## src/rtl/ula_arbiter_ctrl.sv

```systemverilog
// Round-robin controller sharing one combinational ULA between two requesters.
// A granted operation is held on the ULA for HOLD_CYCLES clocks. F is then captured
// and returned to the winning requester over a valid/ready response.
module ula_arbiter_ctrl #(
    parameter int unsigned W           = 3,
    parameter int unsigned SW          = 3,
    parameter int unsigned HOLD_CYCLES = 1
) (
    input  logic          clk,
    input  logic          rst,
    input  logic          req0_valid,
    output logic          req0_ready,
    input  logic [W-1:0]  req0_a,
    input  logic [W-1:0]  req0_b,
    input  logic [SW-1:0] req0_s,
    output logic          resp0_valid,
    input  logic          resp0_ready,
    output logic [W:0]    resp0_f,
    input  logic          req1_valid,
    output logic          req1_ready,
    input  logic [W-1:0]  req1_a,
    input  logic [W-1:0]  req1_b,
    input  logic [SW-1:0] req1_s,
    output logic          resp1_valid,
    input  logic          resp1_ready,
    output logic [W:0]    resp1_f,
    output logic [W-1:0]  ula_a,
    output logic [W-1:0]  ula_b,
    output logic [SW-1:0] ula_s,
    input  logic [W:0]    ula_f,
    output logic          busy
);

    typedef enum logic [1:0] {StIdle, StExec, StResp} state_t;

    // Counter wide enough to hold HOLD_CYCLES. Keep it at least 1 bit wide.
    localparam int unsigned CW = (HOLD_CYCLES < 2) ? 1 : $clog2(HOLD_CYCLES + 1);

    state_t        state;
    logic          last_grant;
    logic          owner;
    logic [CW-1:0] hold_cnt;
    logic [W:0]    result;

    // Grant logic: a single valid requester wins outright; on a tie, the requester
    // that was not granted last time wins.
    always_comb begin
        req0_ready = 1'b0;
        req1_ready = 1'b0;
        if (state == StIdle) begin
            if (req0_valid && req1_valid) begin
                req0_ready = last_grant;
                req1_ready = !last_grant;
            end else begin
                req0_ready = req0_valid;
                req1_ready = req1_valid;
            end
        end
    end

    // Response outputs are decoded from registered state only.
    always_comb begin
        resp0_valid = (state == StResp) && !owner;
        resp1_valid = (state == StResp) && owner;
        resp0_f     = result;
        resp1_f     = result;
        busy        = (state != StIdle);
    end

    // Main FSM: accept, hold the operands on the ULA, capture F, then hand it back.
    always_ff @(posedge clk) begin
        if (rst) begin
            state      <= StIdle;
            last_grant <= 1'b1;
            owner      <= 1'b0;
            hold_cnt   <= '0;
            result     <= '0;
            ula_a      <= '0;
            ula_b      <= '0;
            ula_s      <= '0;
        end else begin
            unique case (state)
                StIdle: begin
                    if (req0_valid && req0_ready) begin
                        ula_a      <= req0_a;
                        ula_b      <= req0_b;
                        ula_s      <= req0_s;
                        owner      <= 1'b0;
                        last_grant <= 1'b0;
                        hold_cnt   <= CW'(HOLD_CYCLES);
                        state      <= StExec;
                    end else if (req1_valid && req1_ready) begin
                        ula_a      <= req1_a;
                        ula_b      <= req1_b;
                        ula_s      <= req1_s;
                        owner      <= 1'b1;
                        last_grant <= 1'b1;
                        hold_cnt   <= CW'(HOLD_CYCLES);
                        state      <= StExec;
                    end
                end
                StExec: begin
                    if (hold_cnt == CW'(1)) begin
                        result   <= ula_f;
                        hold_cnt <= '0;
                        state    <= StResp;
                    end else begin
                        hold_cnt <= hold_cnt - CW'(1);
                    end
                end
                StResp: begin
                    if (owner ? resp1_ready : resp0_ready) begin
                        state <= StIdle;
                    end
                end
                default: state <= StIdle;
            endcase
        end
    end

endmodule

```

## config.mk

```make
export PLATFORM = sky130hd
export DESIGN_NAME = ula_arbiter_ctrl
export DESIGN_NICKNAME = d
export VERILOG_FILES = /design/src/rtl/ula_arbiter_ctrl.sv
export SDC_FILE = /design/constraint.sdc
export NUM_CORES = 1
export LEC_CHECK = 0
export ABC_AREA = 1
export CORE_MARGIN = 2
export CORE_UTILIZATION = 30
export CTS_BUF_LIST = sky130_fd_sc_hd__clkbuf_2 sky130_fd_sc_hd__clkbuf_4 sky130_fd_sc_hd__clkbuf_8
export DETAILED_ROUTE_END_ITERATION = 10
export PLACE_DENSITY_LB_ADDON = 0.25
export SLEW_MARGIN = 25
export SYNTH_ARGS = -nofsm -noshare
export SYNTH_HDL_FRONTEND = slang
export SYNTH_SLANG_ARGS = --single-unit
```

## constraint.sdc

```tcl
create_clock -name clk -period 2.3 [get_ports clk]
set_input_delay 0.345 -clock clk [delete_from_list [all_inputs] [get_ports clk]]
set_output_delay 0.345 -clock clk [all_outputs]
set_load 0.01 [all_outputs]
```

Yosys cells after proc, flatten, opt, wreduce, memory -nomap -nowiden
Cells that the tools add are included.
{"block": "totals", "regBits": 18, "input_bits": 28, "out_inout_bits": 22, "elab_cells": 50}
{"block": "classes", "n_addsub": 1, "eq_ne": 5, "n_mux": 21, "reduce_logical": 15}
{"op": "3-bit two-way mux", "count": 6}
{"op": "1-bit two-way mux", "count": 9}
{"op": "2-bit two-way mux", "count": 4}
{"op": "2-bit case mux with 3 select lines", "count": 1}
{"op": "2-bit AND reduction", "count": 3}
{"op": "2-bit nonzero test", "count": 3}
{"op": "1-bit logical AND", "count": 5}
{"op": "3-bit by 1-bit != test with 1-bit output, second input constant", "count": 1}
{"op": "3-bit AND reduction", "count": 1}
{"op": "2-bit by 1-bit == test with 1-bit output, second input constant", "count": 1}
{"op": "2-bit == test, second input constant", "count": 1}
{"op": "1-bit zero test", "count": 2}
{"op": "2-bit zero test", "count": 1}
{"op": "2-bit by 1-bit != test with 1-bit output, second input constant", "count": 1}
{"op": "2-bit != test, second input constant", "count": 1}
{"op": "1-bit case mux with 2 select lines", "count": 1}
{"op": "1-bit subtractor, second input constant", "count": 1}

Logic depth before layout (Yosys ltp)
{"block": "logic_depth", "depth_word": 7, "depth_mapped": 8}

Least setup slack after synthesis
Ideal clock, no wire load.
{"block": "synth_path", "path_type": "flip-flop to output port", "from": "reg state[0]", "to": "out req1_ready", "arrival_ps": 892, "required_ps": 1955, "setup_slack_ps": 1063, "path_stages_with_launch": 6, "path_buffers": 1, "cell_sequence": "dfxtp_1 -> nor2_4 -> nand3_2 -> buf_6 -> nand2_2 -> inv_1"}
{"block": "synth_between", "elab_chain_cells": 2}
{"element": "from (decl)", "line_no": "39", "rtl": "state_t state;"}
{"element": "from (signal assigned)", "line_no": "73", "rtl": "state <= StIdle;"}
{"element": "from (signal assigned)", "line_no": "91", "rtl": "state <= StExec;"}
{"element": "from (signal assigned)", "line_no": "99", "rtl": "state <= StExec;"}
{"element": "2-bit zero test", "line_no": "50", "rtl": "if (state == StIdle) begin"}
{"element": "1-bit two-way mux", "line_no": "50"}
{"element": "to (decl)", "line_no": "20", "rtl": "output logic req1_ready,"}
No other way between the ends.

Worst setup path in the final report
Ends and elaborated chain as after synthesis.

==> results by group <==
GRT
  • Grt total ovfl: 0
  • Pin count of the biggest net entering global routing: 15
  • Gr usage total: about an eighth
  • Initial antenna violation count: 0
  • Global-route wire length before repair: 3.86 mm
  • Vias in the first global route: 934

Synthesis
  • Synth Instances: 135
  • Area leader, netlist: dfxtp_1
  • Avg Cell Area, Syn: roughly 7.6 um2
  • Top-area cell type share of the netlist area: 35.3%
  • Cell Area, Synth: between 1000 and 1500 um2
  • Yosys cell types: 18
  • Yosys reg bits: 18
  • Synth area leaders: dfxtp_1 (35%), inv_1 (11%), nand3_2 (11%)
  • Sequential share of the synthesized area: a little over a third
  • Number of synthesis warnings: 0
  • Synthesized Nets: about 160

Route
  • Final WL: 2.32 mm
  • WL/cell: just over 10 um
  • Drt pass-1 iters: 4
  • DR iter-0 viols: 13
  • Via density: about 4.2
  • Via count: 975
  • Drc violations: 0
  • Routed Antenna Nets: 0

Clocking
  • Total CTS buffers: 3
  • Post-cts gate resize count: 0
  • # Post-CTS Setup Buffers: 0
  • CTS Hold Buffers Added: 0
  • Clock transition at the registers of the reported paths: between 0.1 and 0.15 ns
  • CTS tree: built
  • Clock Latency Late Sink: around 0.29 ns
  • Clock sinks: 18
  • Clk buf depth: 2
  • H-tree levels: 1
  • Root Driver: clkbuf_4

Cells and area
  • Non-Filler Instances: 230
  • Nets@finish: around 210
  • N_diodes: 0
  • Most frequent cells in the layout: clkdlybuf4s50_1 (49), inv_1 (31), dfxtp_1 (18)
  • Layout area overhead: 53.5%
  • Commonest non-fill, non-tap cell in the layout: clkdlybuf4s50_1
  • Ratio of cells with drive above 1 in the final layout: roughly a fifth

Floorplan
  • DIE HEIGHT: just over 60 um
  • # IOs: 50
  • Std cell rows: 21
  • Initial core utilization: 30.9%
  • Die ar.: 3890 um2
  • DIE WIDTH: about 62 um
  • Core Region: approximately 3300 um2

STA
  • Worst Max-Slew Pin Slew: between 0.5 and 0.6 ns
  • Rel. slew slack: between 60% and 70%
  • F_max: approximately 0.47 GHz
  • Setup violations, final: 0
  • Pins Over Slew Limit: 0
  • Post-layout min period: around 2.1 ns
  • Hold Slack: between 0.4 and 0.5 ns
  • Final TNS setup: 0 ns
  • Layout Skew: about 0.012 ns
  • Unrepaired setup endpoints after global routing: false
  • Hold Fails Final Rpt: 0
  • Tcrit/Tclk final: 93.3%

Status
  • Status: finished, final reports clean

Power and ir drop
  • Maximum vdd drop: 0.000327 V
  • Pwr Density: between 500 and 600 nW/um2
  • Leakage: between 0.7 and 0.8 nW

Setup path
  • CP Capture Type: output pin
  • Kind of critical path: register to output pin
  • Worst Path Arrival: roughly 1.8 ns
  • Worst Setup Start Kind: register
  • Worst Path Required: ~2 ns
  • CP max FO: 12

Run
  • Maxcap violations: 0

Placement
  • RD Place Congestion: approximately 0.75
  • Inst Count DP: 226
  • Input/output buffers: 49
  • Hpwl dp: roughly 1.8 mm

Hold path
  • Worst min path class: register to register
[per-layer routing]
metal	vias to the layer above	routed length (um)	track usage, %
li1	519	-	-
met1	423	1070	15.2
met2	31	1130	20.8
met3	2	105	1.98
met4	0	20	5.00
met5	-	0	0
[per-stage QoR]
stage	total power (W)	utilization [%]	setup WS, ns	instance area, um2
2_1_floorplan	0.000586	-	1.06	1020
3_3_place_gp	0.000734	46.3	0.195	1530
3_5_place_dp	0.000740	46.3	0.177	1530
4_1_cts	0.000935	47.4	0.130	1570
5_1_grt	0.000977	47.4	0.0412	1570
6_report	0.000918	47.4	0.154	1570
[flip-flops by register name, summed over array words and instances (netlist names)]
register and count:
resp0_f 4, ula_a 3, ula_b 3, ula_s 3, state 2, hold_cnt 1, last_grant 1, owner 1
[cell families after synthesis]
group / after synthesis / share of synthesized area (%)
buffers and inverters: 42 / 19.8
AND/OR/NAND/NOR: 52 / 31.5
flip-flops: 18 / 35.3
AO/OA/AOI/OAI: 23 / 13.5
[cell usage after synthesis, drive strengths merged]
library cell  count
nand4             9
nand2            26
buf               9
nor2              4
a21oi            17
o21ai             5
inv              32
clkbuf            1
o211ai            1
dfxtp            18
nand3            13
[worst max-delay path: stages (launching register included)]
cell and delay, ns:
dfxtp_1 0.39, nor2_4 0.30, nand3_2 0.18, nand2_2 0.13, inv_1 0.05, clkdlybuf4s50_1 0.47
[layout make-up]
cell class	count	area [um2]
tap	46	57.6
timing repair buffer	55	536
inverter	32	120
multi-input combinational	75	459
clock buffer	4	36.3
fill	343	1740
sequential	18	360
[worst paths after layout]
check / startpoint / to / slack, ns / cells after the start
worst max-delay path: state[0] / req1_ready / 0.15 / 5
worst min register to register: resp0_f[2] / resp0_f[2] / 0.47 / 2
worst max register to register: state[0] / ula_a[1] / 0.93 / 7
worst min-delay path: resp0_f[2] / resp0_f[2] / 0.47 / 2
[where the power goes]
group / total (W) / internal [W] / leakage, nW / switching, W
clock network: 0.000189 / 0.0000962 / 0.0210 / 0.0000932
logic: 0.000352 / 0.000187 / 0.530 / 0.000166
registers: 0.000377 / 0.000351 / 0.149 / 0.0000257
No activity file was read; power rests on OpenSTA's default activity.
